===== src/rtl/regfile_write_arbiter.sv =====
// rtl/regfile_write_arbiter.sv - two-requester round-robin write-port arbiter for a register bank (optional ZERO_REG_GUARD_EN)
module regfile_write_arbiter #(
    parameter int WIDTH  = 32,
    parameter int AWIDTH = 5
) (
    input  logic                     clk,
    input  logic                     reset,
    input  logic                     req0,
    input  logic [AWIDTH-1:0]        addr0,
    input  logic [WIDTH-1:0]         data0,
    output logic                     gnt0,
    input  logic                     req1,
    input  logic [AWIDTH-1:0]        addr1,
    input  logic [WIDTH-1:0]         data1,
    output logic                     gnt1,
    output logic                     wen,
    output logic [AWIDTH-1:0]        waddr,
    output logic [WIDTH-1:0]         wdata,
    output logic [(1<<AWIDTH)-1:0]   wdec,
    output logic [7:0]               collisions
);
    localparam int NREG = 1 << AWIDTH;

    // Tie-break priority: which requester wins when both ask in the same cycle.
    typedef enum logic {
        PRI_REQ0 = 1'b0,
        PRI_REQ1 = 1'b1
    } pri_t;

    pri_t               ptr;
    pri_t               ptr_next;
    logic               hs;
    logic               do_write;
    logic [AWIDTH-1:0]  sel_addr;
    logic [WIDTH-1:0]   sel_data;
    logic [NREG-1:0]    dec_next;
    logic               contended;

    // Zero-latency grants; nothing is granted while reset is held.
    always_comb begin
        gnt0 = 1'b0;
        gnt1 = 1'b0;
        if (!reset) begin
            gnt0 = req0 & (~req1 | (ptr == PRI_REQ0));
            gnt1 = req1 & (~req0 | (ptr == PRI_REQ1));
        end
    end

    // Winner mux, pointer advance and write qualification for the coming edge.
    always_comb begin
        hs        = gnt0 | gnt1;
        contended = req0 & req1;
        sel_addr  = gnt1 ? addr1 : addr0;
        sel_data  = gnt1 ? data1 : data0;
        ptr_next  = ptr;
        if (gnt0) begin
            ptr_next = PRI_REQ1;
        end else if (gnt1) begin
            ptr_next = PRI_REQ0;
        end
`ifdef ZERO_REG_GUARD_EN
        // Register 0 is hardwired: grant and rotate, but never strobe it.
        do_write = hs & (sel_addr != '0);
`else
        do_write = hs;
`endif
        dec_next = '0;
        if (do_write) begin
            dec_next[sel_addr] = 1'b1;
        end
    end

    // Priority pointer moves to the loser after every grant.
    always_ff @(posedge clk or posedge reset) begin
        if (reset) begin
            ptr <= PRI_REQ0;
        end else begin
            ptr <= ptr_next;
        end
    end

    // Registered write port; address and data hold when nothing is granted.
    always_ff @(posedge clk or posedge reset) begin
        if (reset) begin
            wen   <= 1'b0;
            waddr <= '0;
            wdata <= '0;
            wdec  <= '0;
        end else begin
            wen  <= do_write;
            wdec <= dec_next;
            if (hs) begin
                waddr <= sel_addr;
                wdata <= sel_data;
            end
        end
    end

    // Saturating contention counter.
    always_ff @(posedge clk or posedge reset) begin
        if (reset) begin
            collisions <= 8'd0;
        end else if (contended && (collisions != 8'hFF)) begin
            collisions <= collisions + 8'd1;
        end
    end
endmodule


===== config.mk =====
export PLATFORM = sky130hd
export DESIGN_NAME = regfile_write_arbiter
export DESIGN_NICKNAME = d
export VERILOG_FILES = /design/src/rtl/regfile_write_arbiter.sv
export SDC_FILE = /design/constraint.sdc
export NUM_CORES = 1
export LEC_CHECK = 0
export CAP_MARGIN = 20
export CORE_MARGIN = 3
export CORE_UTILIZATION = 35
export DETAILED_ROUTE_END_ITERATION = 12
export PLACE_DENSITY = 0.82
export SYNTH_ARGS = -nofsm -noshare
export SYNTH_HDL_FRONTEND = slang
export SYNTH_SLANG_ARGS = --single-unit

===== constraint.sdc =====
create_clock -name clk -period 3.77 [get_ports clk]
set_clock_uncertainty 0.2 [all_clocks]
set_input_delay 0.754 -clock clk [delete_from_list [all_inputs] [get_ports clk]]
set_output_delay 0.754 -clock clk [all_outputs]
set_load 0.1 [all_outputs]

Word level (Yosys, flattened, before mapping)
Cells that the tools add are included.
Widths: inputs -> output; s select.
- register bits after elaboration: 79
- input bits: 78
- output and inout port bits: 80
- logic and storage cells: 31
- add/sub/neg operators: 1
- $lt $le $gt $ge: 2
- equal/unequal tests: 1
- mux-type cells: 9
- bitwise operators: 9
- reduce and logical (&&, ||, !) cells: 3
- operator list (kind ; count):
    $mux 32 ; 2
    $add 8x1->8 const B ; 1
    $ne 8x8->1 const B ; 1
    $lt 5x6->1 const B ; 1
    $demux 1 s5 ; 1
    $ge 5x1->1 const B ; 1
    $mux 1 ; 5
    $mux 5 ; 1
    $and 1x1->1 ; 3
    $not 1->1 ; 3
    $or 1x1->1 ; 3
    $logic_and 1x1->1 ; 2
    $reduce_bool 2->1 ; 1

Longest topological paths before layout
Gate-level depths: netlist of run 1.
- depth in word-level cells: 10
- depth in mapped cells: 7
- mapped depth without buffers: 5

Least setup slack after synthesis of run 1
No wires, ideal clock.
- kind: input port to output port
- start: input reset
- end: output gnt0
- data arrival time: 4133 ps
- required time: 2816 ps
- path slack: -1317 ps
- cell stages on the path: 3
- path buffers: 0
- path through: inv_1 -> nand2_1 -> a21oi_1
- longest elaborated chain between the ends: 1
- RTL lines (item ; line ; text):
    start, declared ; 7 ; input logic reset,
    $mux 1 ; 43 ; if (!reset) begin
    end, declared ; 11 ; output logic gnt0,
Every way passes these cells.

Worst setup path after layout of run 1
- start: input req1
- end: output gnt1
- longest elaborated chain between the ends: 2
- RTL lines (item ; line ; text):
    start, declared ; 12 ; input logic req1,
    $and 1x1->1 ; 45 ; gnt1 = req1 & (~req0 | (ptr == PRI_REQ1));
    $mux 1 ; 43 ;
    end, declared ; 15 ; output logic gnt1,
Every way passes these cells.

==> results of run 1 <==
==> area by class of cell <==
type	instances	area [um2]
Fill cell	839	4030
Clock buffer	9	123.9
Multi-Input combinational cell	201	1276
Timing Repair Buffer	161	1609
Tap cell	129	161.4
Inverter	5	27.53
Sequential cell	79	1977
Clock inverter	7	78.83
==> cells in the mapped netlist, drive strengths merged <==
library cell  count
nand2            43
nor3             36
nor2b             1
nor4b             3
o31a              1
nand2b            4
a21oi             4
inv               5
a31oi             2
xor2              6
o211ai            2
a21o              1
mux2              2
buf               8
mux2i            37
and2b             1
nand4b            1
xnor2             1
clkbuf            9
nor2              4
dfrtp            79
a211oi            1
nand4             2
nand3             4
ha                1
o21ai            42
nor4              2
==> worst min-delay path by stage <==
stage	startpoint	endpoint	cells after the start
floorplan	ptr$_DFFE_PP0P_	ptr$_DFFE_PP0P_	1
finish	wdata[2]$_DFFE_PP0P_	wdata[2]$_DFFE_PP0P_	2
global route	wdata[24]$_DFFE_PP0P_	wdata[24]$_DFFE_PP0P_	2
CTS	wdata[20]$_DFFE_PP0P_	wdata[20]$_DFFE_PP0P_	2
global placement	wdata[9]$_DFFE_PP0P_	wdata[9]$_DFFE_PP0P_	2
detailed placement	wdata[20]$_DFFE_PP0P_	wdata[20]$_DFFE_PP0P_	2
==> metal layers <==
metal	share of wire, %	wire length, um
met1	40	3528
met2	52	4629
met3	6.0	534
met4	2.1	183
met5	0	0
==> through the flow <==
stage / hold WS, ns / worst slack, ns / instance area, um2 / instances / power, mW
after detailed placement: 0.2695 / 0.5908 / 5051 / 575 / 2.189
after global routing: 0.3116 / 0.5857 / 5254 / 591 / 2.938
final: 0.2819 / 0.6395 / 5254 / 591 / 2.811
after CTS: 0.2899 / 0.6371 / 5254 / 591 / 2.844
after global placement: 0.2638 / 0.6848 / 5051 / 575 / 2.172
after floorplan: 0.3108 / 0.1575 / 3358 / 302 / 1.858
==> registers in the layout (all words and copies together) (netlist names) <==
name and cells:
collisions 8, ptr 1, wdata 32, waddr 5, wdec 32, wen 1
==> layout by cell type (no fill, tap or decap), types with 4 or more instances in the layout <==
cell type        instances
clkdlybuf4s50_1        150
dfrtp_1                 79
nand2_1                 42
o21ai_0                 38
mux2i_1                 36
nor3_1                  36
clkbuf_8                 9
buf_4                    9
xor2_1                   6
clkinvlp_4               4
nand2b_1                 4
inv_6                    4
nor2_1                   4
nand3_1                  4
==> where the power goes <==
| group | leakage, nW | internal [mW] | total (mW) | switching (mW) |
|---|---|---|---|---|
| registers | 1.03 | 0.935 | 1.01 | 0.0736 |
| clock network | 0.0929 | 0.313 | 0.647 | 0.334 |
| logic | 1.23 | 0.297 | 1.15 | 0.858 |
| total | 2.35 | 1.55 | 2.81 | 1.27 |
==> tightest hold or removal path: cells and delay by family, from the launching register on <==
kind            cells  cell delay (ns)
compound gates      1             0.06
flops               1             0.35
simple gates        1             0.04
==> cell families after synthesis <==
family | count (synthesis) | share of synthesized area [%]
compound gates | 53 | 8.551
flops | 79 | 59.00
buf+inv | 22 | 3.360
fa+ha+maj | 1 | 0.3734
simple gates | 101 | 14.68
mux | 39 | 12.21
xor+xnor | 7 | 1.830
==> flow_metrics.py, run 1 <==
metrics = {
    "power_and_ir_drop": {
        "p_per_area_mw_per_mm2": 535.0,
        "ir_drop_v": 0.0004278,
        "p_leak_nw": 2.346,
    },
    "routing": {
        "dr.first_iter.drc_count": 80,
        "vias_per_cell": 4.760,
        "ant_nets": 0,
        "avgRoutedWirePerCell_um": 15.02,
        "routed_wl_mm": 8.875,
        "drtPass1Iterations": 4,
        "via_count": 2813,
        "drc_errors": 0,
    },
    "setup_path": {
        "rr_endpoint": "wdata[27]$_DFFE_PP0P_",
        "path_cells": "clkdlybuf4s50_1 -> and2b_1 -> nand2_8 -> inv_6 -> buf_12",
        "path_depth": 5,
        "critPathKind": "in -> out",
        "max_stage_delay_ns": 0.64,
        "reg2reg_from": "ptr$_DFFE_PP0P_",
        "r2r_cells": 5,
        "critPathCaptureType": "primary output",
        "critPathSlowestCell": "clkdlybuf4s50_1",
        "path_buf_inv": 3,
        "cp_max_fo": 7,
        "worst_path_dominant_cell_family": "buffers and inverters",
        "crit_required_ns": 2.82,
        "ff2ff_setup_slack_ns": 1.63,
        "start_kind": "input pin",
        "cp-startpoint": "req1",
        "cp_data_arrival_time_ns": 2.18,
        "cp-endpoint": "gnt1",
    },
    "grt": {
        "grt_max_degree": 42,
        "use_met2_pct": 29.02,
        "grt_pass1_vias": 2939,
        "grt_util_met3_pct": 4.611,
        "grt_busiest_layer": "met2",
        "grt_pass1_wl_mm": 14.68,
        "met1_usage_pct": 19.30,
        "grt_usage_pct": 16.67,
        "antenna_found_initial": 0,
        "grt-ovfl-total": 0,
    },
    "timing": {
        "slew_headroom_pct": 32.73,
        "rsz0062_at_grt": "false",
        "slew_viol_final": 0,
        "finalCriticalPeriod_ns": 3.131,
        "finalSetupViolCount": 0,
        "finalCritPeriodShare_pct": 83.04,
        "worst_pin_slew_ns": 1.006,
        "fmax_mhz": 319.4,
        "fin_tns_setup_ns": 0,
        "finalHoldViolations": 0,
    },
    "worst_hold_path": {
        "min_path_type": "reg -> reg",
    },
    "placement": {
        "dp_hpwl_mm": 6.652,
        "gp_congestion": 0.7324,
        "portBuffers": 157,
    },
    "clock_network": {
        "cts_tree": "done",
        "ctsResizeCount": 0,
        "htree_levels": 3,
        "cts_hold_buf": 0,
        "post-cts-setup-buffer-count": 0,
        "clk_latency_ns": 0.35,
        "root_buffer": "clkbuf_8",
        "numClockSinks": 79,
        "clockBufferDepth": 2,
        "cts_made_buffers": 9,
        "path_clk_slew_ns": 0.08,
    },
    "floorplanning": {
        "core-area_mm2": 0.009284,
        "num_rows": 35,
        "io_pins": 158,
        "die-area_mm2": 0.01078,
        "die_h_um": 103.8,
        "start_util_pct": 36.09,
        "die_w_um": 103.8,
    },
    "status": {
        "outcome": "complete, no violations",
    },
    "synthesis": {
        "synth_cell_types": 35,
        "synth_area_per_cell_um2": 11.10,
        "synth-seq-area-share_pct": 59.00,
        "syn_nets": 381,
        "ys_ff_latch": 79,
        "synthCells": 302,
        "synth_area_leader_cell": "dfrtp_1",
        "synth-warning-count": 0,
        "syn_area_mm2": 0.003351,
        "synth.top_cells.by_area": "dfrtp_1, mux2i_1, o21ai_0",
        "synth_top_cell_area_share_pct": 59.00,
    },
    "run": {
        "drv_cap": 0,
    },
    "finish": {
        "areaGrowthSynthToFinish_pct": 56.80,
        "final_core_util_pct": 56.59,
        "drive_gt1_share_pct": 7.792,
        "insertedDiodeCount": 0,
        "finalNetCount": 536,
    },
}
(Power assumes the default switching activity.)
==> run 2, diff against run 1 <==
- PLACE_DENSITY: 0.82 -> 0.85
- clock period: 3.77 -> 2.7 ns (I/O delays scaled with it)
==> flow_metrics.py, run 2 (synthesis gave the netlist of run 1 again) <==
metrics = {
    "status": {
        "outcome": "complete, no violations",
    },
    "setup_path": {
        "start_kind": "input pin",
        "critPathKind": "in -> out",
        "cp_max_fo": 7,
        "critPathCaptureType": "primary output",
        "cp_data_arrival_time_ns": 1.78,
        "crit_required_ns": 1.96,
    },
    "placement": {
        "dp.cells": 583,
        "gp_congestion": 0.8181,
        "portBuffers": 157,
        "dp_hpwl_mm": 7.082,
    },
    "finish": {
        "layout_commonest_cell": "buf_4",
        "areaGrowthSynthToFinish_pct": 57.09,
        "finalNetCount": 544,
        "most-common-layout-cells": "buf_4, dfrtp_1, clkdlybuf4s50_1",
        "final_cell_count_no_fill": 599,
        "reg.largest.list": "wdata x32, wdec x32, collisions x8",
        "num-fill-cells": 813,
        "insertedDiodeCount": 0,
        "final_core_util_pct": 56.70,
        "drive_gt1_share_pct": 26.17,
    },
    "clock_network": {
        "ctsResizeCount": 0,
        "cts_hold_buf": 0,
        "clockBufferDepth": 2,
        "root_buffer": "clkbuf_8",
        "cts_made_buffers": 9,
        "path_clk_slew_ns": 0.08,
        "htree_levels": 3,
        "cts_tree": "done",
        "post-cts-setup-buffer-count": 0,
        "numClockSinks": 79,
        "clk_latency_ns": 0.34,
    },
    "power_and_ir_drop": {
        "p_per_area_mw_per_mm2": 781.7,
        "p_leak_nw": 2.553,
        "ir_drop_v": 0.0009737,
    },
    "timing": {
        "finalSetupViolCount": 0,
        "finalCritPeriodShare_pct": 93.44,
        "finalCriticalPeriod_ns": 2.523,
        "fmax_mhz": 396.4,
        "worst_pin_slew_ns": 0.6806,
        "rsz0062_at_grt": "false",
        "slew_headroom_pct": 54.42,
        "holdWs_ns": 0.2887,
        "slew_viol_final": 0,
        "finalHoldViolations": 0,
    },
    "floorplanning": {
        "num_rows": 35,
        "die_w_um": 103.8,
        "die_h_um": 103.8,
        "core-area_mm2": 0.009284,
        "start_util_pct": 36.09,
        "io_pins": 158,
        "die-area_mm2": 0.01078,
    },
    "grt": {
        "grt_usage_pct": 17.44,
        "grt-ovfl-total": 0,
        "grt_pass1_wl_mm": 15.14,
        "grt_max_degree": 57,
        "antenna_found_initial": 0,
        "grt_pass1_vias": 2889,
    },
    "routing": {
        "ant_nets": 0,
        "vias_per_cell": 4.713,
        "dr.first_iter.drc_count": 110,
        "drc_errors": 0,
        "avgRoutedWirePerCell_um": 15.65,
        "routed_wl_mm": 9.375,
        "drtPass1Iterations": 4,
        "via_count": 2823,
    },
    "worst_hold_path": {
        "min_path_type": "reg -> reg",
    },
    "run": {
        "drv_cap": 0,
    },
}
run 2: cell count changes in the layout (fill, tap and decap cells not counted), sizes merged:
| cell | previous run | this run |
|---|---|---|
| clkdlybuf4s50 | 150 | 77 |
| clkbuf | 9 | 10 |
| clkinvlp | 4 | 1 |
| inv | 7 | 5 |
| buf | 11 | 92 |
| clkinv | 0 | 2 |
| bufinv | 1 | 3 |
run 2: final cells by class:
cell class / count / area (um2) / share of cell area (%)
Multi-Input combinational cell: 201 / 1328 / 25.22
Clock inverter: 6 / 116.4 / 2.211
Clock buffer: 10 / 137.6 / 2.615
Tap cell: 129 / 161.4 / 3.066
Timing Repair Buffer: 169 / 1511 / 28.71
Inverter: 5 / 32.53 / 0.6180
Sequential cell: 79 / 1977 / 37.56
run 2: power by group:
part / switching [mW] / internal [mW] / total, mW / leakage (nW)
clock: 0.437 / 0.646 / 1.08 / 0.127
sequential: 0.110 / 1.31 / 1.42 / 1.03
combinational: 1.21 / 0.401 / 1.62 / 1.40
run 2: worst paths after layout:
path	from	endpoint	slack, ns	cells past startpoint
max	reset	gnt1	0.18	5
min	waddr[0]$_DFFE_PP0P_	waddr[0]$_DFFE_PP0P_	0.29	2
max reg2reg	ptr$_DFFE_PP0P_	wdec[23]$_DFF_PP0_	0.65	5
min reg2reg	waddr[0]$_DFFE_PP0P_	waddr[0]$_DFFE_PP0P_	0.29	2
max in group asynchronous	reset	wdec[11]$_DFF_PP0_	1.32	3
min in group asynchronous	reset	wdata[6]$_DFFE_PP0P_	0.59	3
run 2: metrics by stage:
| stage | setup WS [ns] | TNS [ns] | instance area [um2] | power [mW] |
|---|---|---|---|---|
| global placement | 0.1912 | 0 | 5010 | 3.033 |
| detailed placement | 0.1118 | 0 | 5010 | 3.062 |
| global route | 0.1224 | 0 | 5264 | 4.276 |
| floorplan | -0.1774 | -2.292 | 3465 | 2.625 |
| CTS | 0.1736 | 0 | 5264 | 4.157 |
| finish | 0.1772 | 0 | 5264 | 4.115 |
run 2: critical path: stages:
cell             delay, ns
clkdlybuf4s50_1       0.46
and2b_1               0.35
nand2_8               0.11
inv_6                 0.13
buf_12                0.18
run 2: metal layers:
layer,vias up,global-route usage (%),share of wire (%)
met1,1344,21.03,42
met5,-,0,0
met4,0,5.413,0.60
met3,5,3.738,5.6
met2,90,31.10,52
li1,1384,-,-
==> run 3, diff against run 2 <==
- CORE_ASPECT_RATIO: not set -> 0.6
- CORE_MARGIN: 3 -> 4
==> flow_metrics.py, run 3 (synthesis gave the netlist of run 1 again) <==
metrics = {
    "clock_network": {
        "root_buffer": "clkbuf_16",
        "post-cts-setup-buffer-count": 0,
        "path_clk_slew_ns": 0.06,
        "cts_tree": "done",
        "cts_hold_buf": 0,
        "ctsResizeCount": 0,
        "clk_latency_ns": 0.33,
        "cts_made_buffers": 9,
        "numClockSinks": 79,
        "clockBufferDepth": 2,
        "htree_levels": 3,
    },
    "finish": {
        "finalNetCount": 545,
        "multiInputGateArea_mm2": 0.001328,
        "final_core_util_pct": 57.91,
        "reg.largest.list": "wdata x32, wdec x32, collisions x8",
        "num-fill-cells": 787,
        "drive_gt1_share_pct": 26.33,
        "design_area_mm2": 0.005360,
        "areaGrowthSynthToFinish_pct": 59.97,
        "layout_commonest_cell": "buf_4",
        "insertedDiodeCount": 0,
        "register_area_mm2": 0.001977,
        "most-common-layout-cells": "buf_4, dfrtp_1, clkdlybuf4s50_1",
    },
    "floorplanning": {
        "core-area_mm2": 0.009256,
        "num_rows": 27,
        "die_w_um": 134.3,
        "die-area_mm2": 0.01125,
        "io_pins": 158,
        "die_h_um": 83.79,
        "start_util_pct": 36.20,
    },
    "setup_path": {
        "cp_max_fo": 7,
        "reg2reg_from": "ptr$_DFFE_PP0P_",
        "critPathCaptureType": "primary output",
        "rr_endpoint": "wdec[12]$_DFF_PP0_",
        "r2r_cells": 5,
        "crit_required_ns": 1.96,
        "critPathKind": "in -> out",
        "ff2ff_setup_slack_ns": 0.68,
        "cp_data_arrival_time_ns": 1.77,
        "start_kind": "input pin",
    },
    "worst_hold_path": {
        "hp-start": "wdata[19]$_DFFE_PP0P_",
        "hold_depth": 2,
        "min_path_type": "reg -> reg",
        "whs_endpoint": "wdata[19]$_DFFE_PP0P_",
    },
    "grt": {
        "grt-ovfl-total": 0,
        "grt_usage_pct": 17.16,
        "antenna_found_initial": 0,
        "grt_pass1_wl_mm": 15.21,
        "grt_pass1_vias": 2898,
        "grt_max_degree": 57,
    },
    "power_and_ir_drop": {
        "finalPower_mw": 4.453,
        "power_switching_mw": 1.808,
        "p_leak_nw": 2.601,
        "pwr-share-seq_pct": 31.9,
        "p_comb_share_pct": 36.4,
        "p_sw_share_pct": 40.61,
        "p_int_mw": 2.645,
        "ir_drop_v": 0.0007494,
        "pwr-share-clk_pct": 31.7,
        "p_per_area_mw_per_mm2": 830.8,
    },
    "timing": {
        "finalCriticalPeriod_ns": 2.506,
        "worst_pin_slew_ns": 0.7151,
        "slew_headroom_pct": 52.11,
        "finalSetupViolCount": 0,
        "rsz0062_at_grt": "false",
        "finalCritPeriodShare_pct": 92.81,
        "slew_viol_final": 0,
        "fmax_mhz": 399.1,
        "fin_tns_setup_ns": 0,
        "worst_slack_ns": 0.1943,
        "finalHoldViolations": 0,
    },
    "status": {
        "outcome": "complete, no violations",
    },
    "routing": {
        "drtPass1Iterations": 4,
        "via_count": 2868,
        "drc_errors": 0,
        "ant_nets": 0,
        "routed_wl_mm": 9.421,
        "vias_per_cell": 4.772,
        "dr.first_iter.drc_count": 114,
        "avgRoutedWirePerCell_um": 15.68,
    },
    "run": {
        "drv_cap": 0,
    },
    "placement": {
        "place_area_mm2": 0.005006,
        "gp_congestion": 0.7860,
        "dp_hpwl_mm": 7.182,
        "place_ws_ns": 0.1207,
        "portBuffers": 157,
    },
}
## run 3: changes by cell type in the layout (fill, tap and decap cells not counted), moves of 2 or more
cell,previous run,this run
clkbuf_16,0,9
buf_4,88,90
clkinv_4,2,0
clkbuf_8,10,1
## run 3: final cells by class
class                   count  area share, %
flip-flops and latches     79          36.88
clock buffers              10          4.458
well taps                 130          3.035
repair buffers            170          28.10
multi-input cells         201          24.77
inverters                   5         0.6069
clock inverters             6          2.148
## run 3: how the worst max path moves through the flow
| stage | start | slack [ns] | cells after the start | endpoint |
|---|---|---|---|---|
| after floorplan | reset | -0.18 | 3 | gnt0 |
| after global placement | reset | 0.17 | 6 | wdec[30]$_DFF_PP0_ |
| after detailed placement | reset | 0.12 | 6 | wdec[7]$_DFF_PP0_ |
| after CTS | reset | 0.20 | 5 | gnt1 |
| after global routing | reset | 0.15 | 5 | gnt1 |
| final | reset | 0.19 | 5 | gnt1 |
## run 3: power groups by stage
stage | logic (mW) | registers, mW | clock network, mW
global route | 1.69 | 1.44 | 1.51
global placement | 1.61 | 1.44 | 0
detailed placement | 1.63 | 1.44 | 0
CTS | 1.63 | 1.42 | 1.45
finish | 1.62 | 1.42 | 1.41
floorplan | 0.314 | 2.31 | 0
## run 3: critical path, stage by stage
cell             delay [ns]
clkdlybuf4s50_1        0.47
and2b_1                0.34
nand2_8                0.10
inv_6                  0.12
buf_12                 0.18
## run 3: metal layers
metal  track usage (%)  part of all wire (%)  up-vias
met2             25.75                    44      139
met4             3.974                   1.1        0
met5                 0                     0        -
li1                  -                     -     1382
met3             8.012                    11       12
met1             22.63                    44     1335
## run 3: through the flow
stage / hold WS, ns / instances
global placement: 0.2686 / 585
floorplan: 0.3444 / 302
global route: 0.3213 / 601
detailed placement: 0.2799 / 585
finish: 0.2864 / 601
CTS: 0.2932 / 601
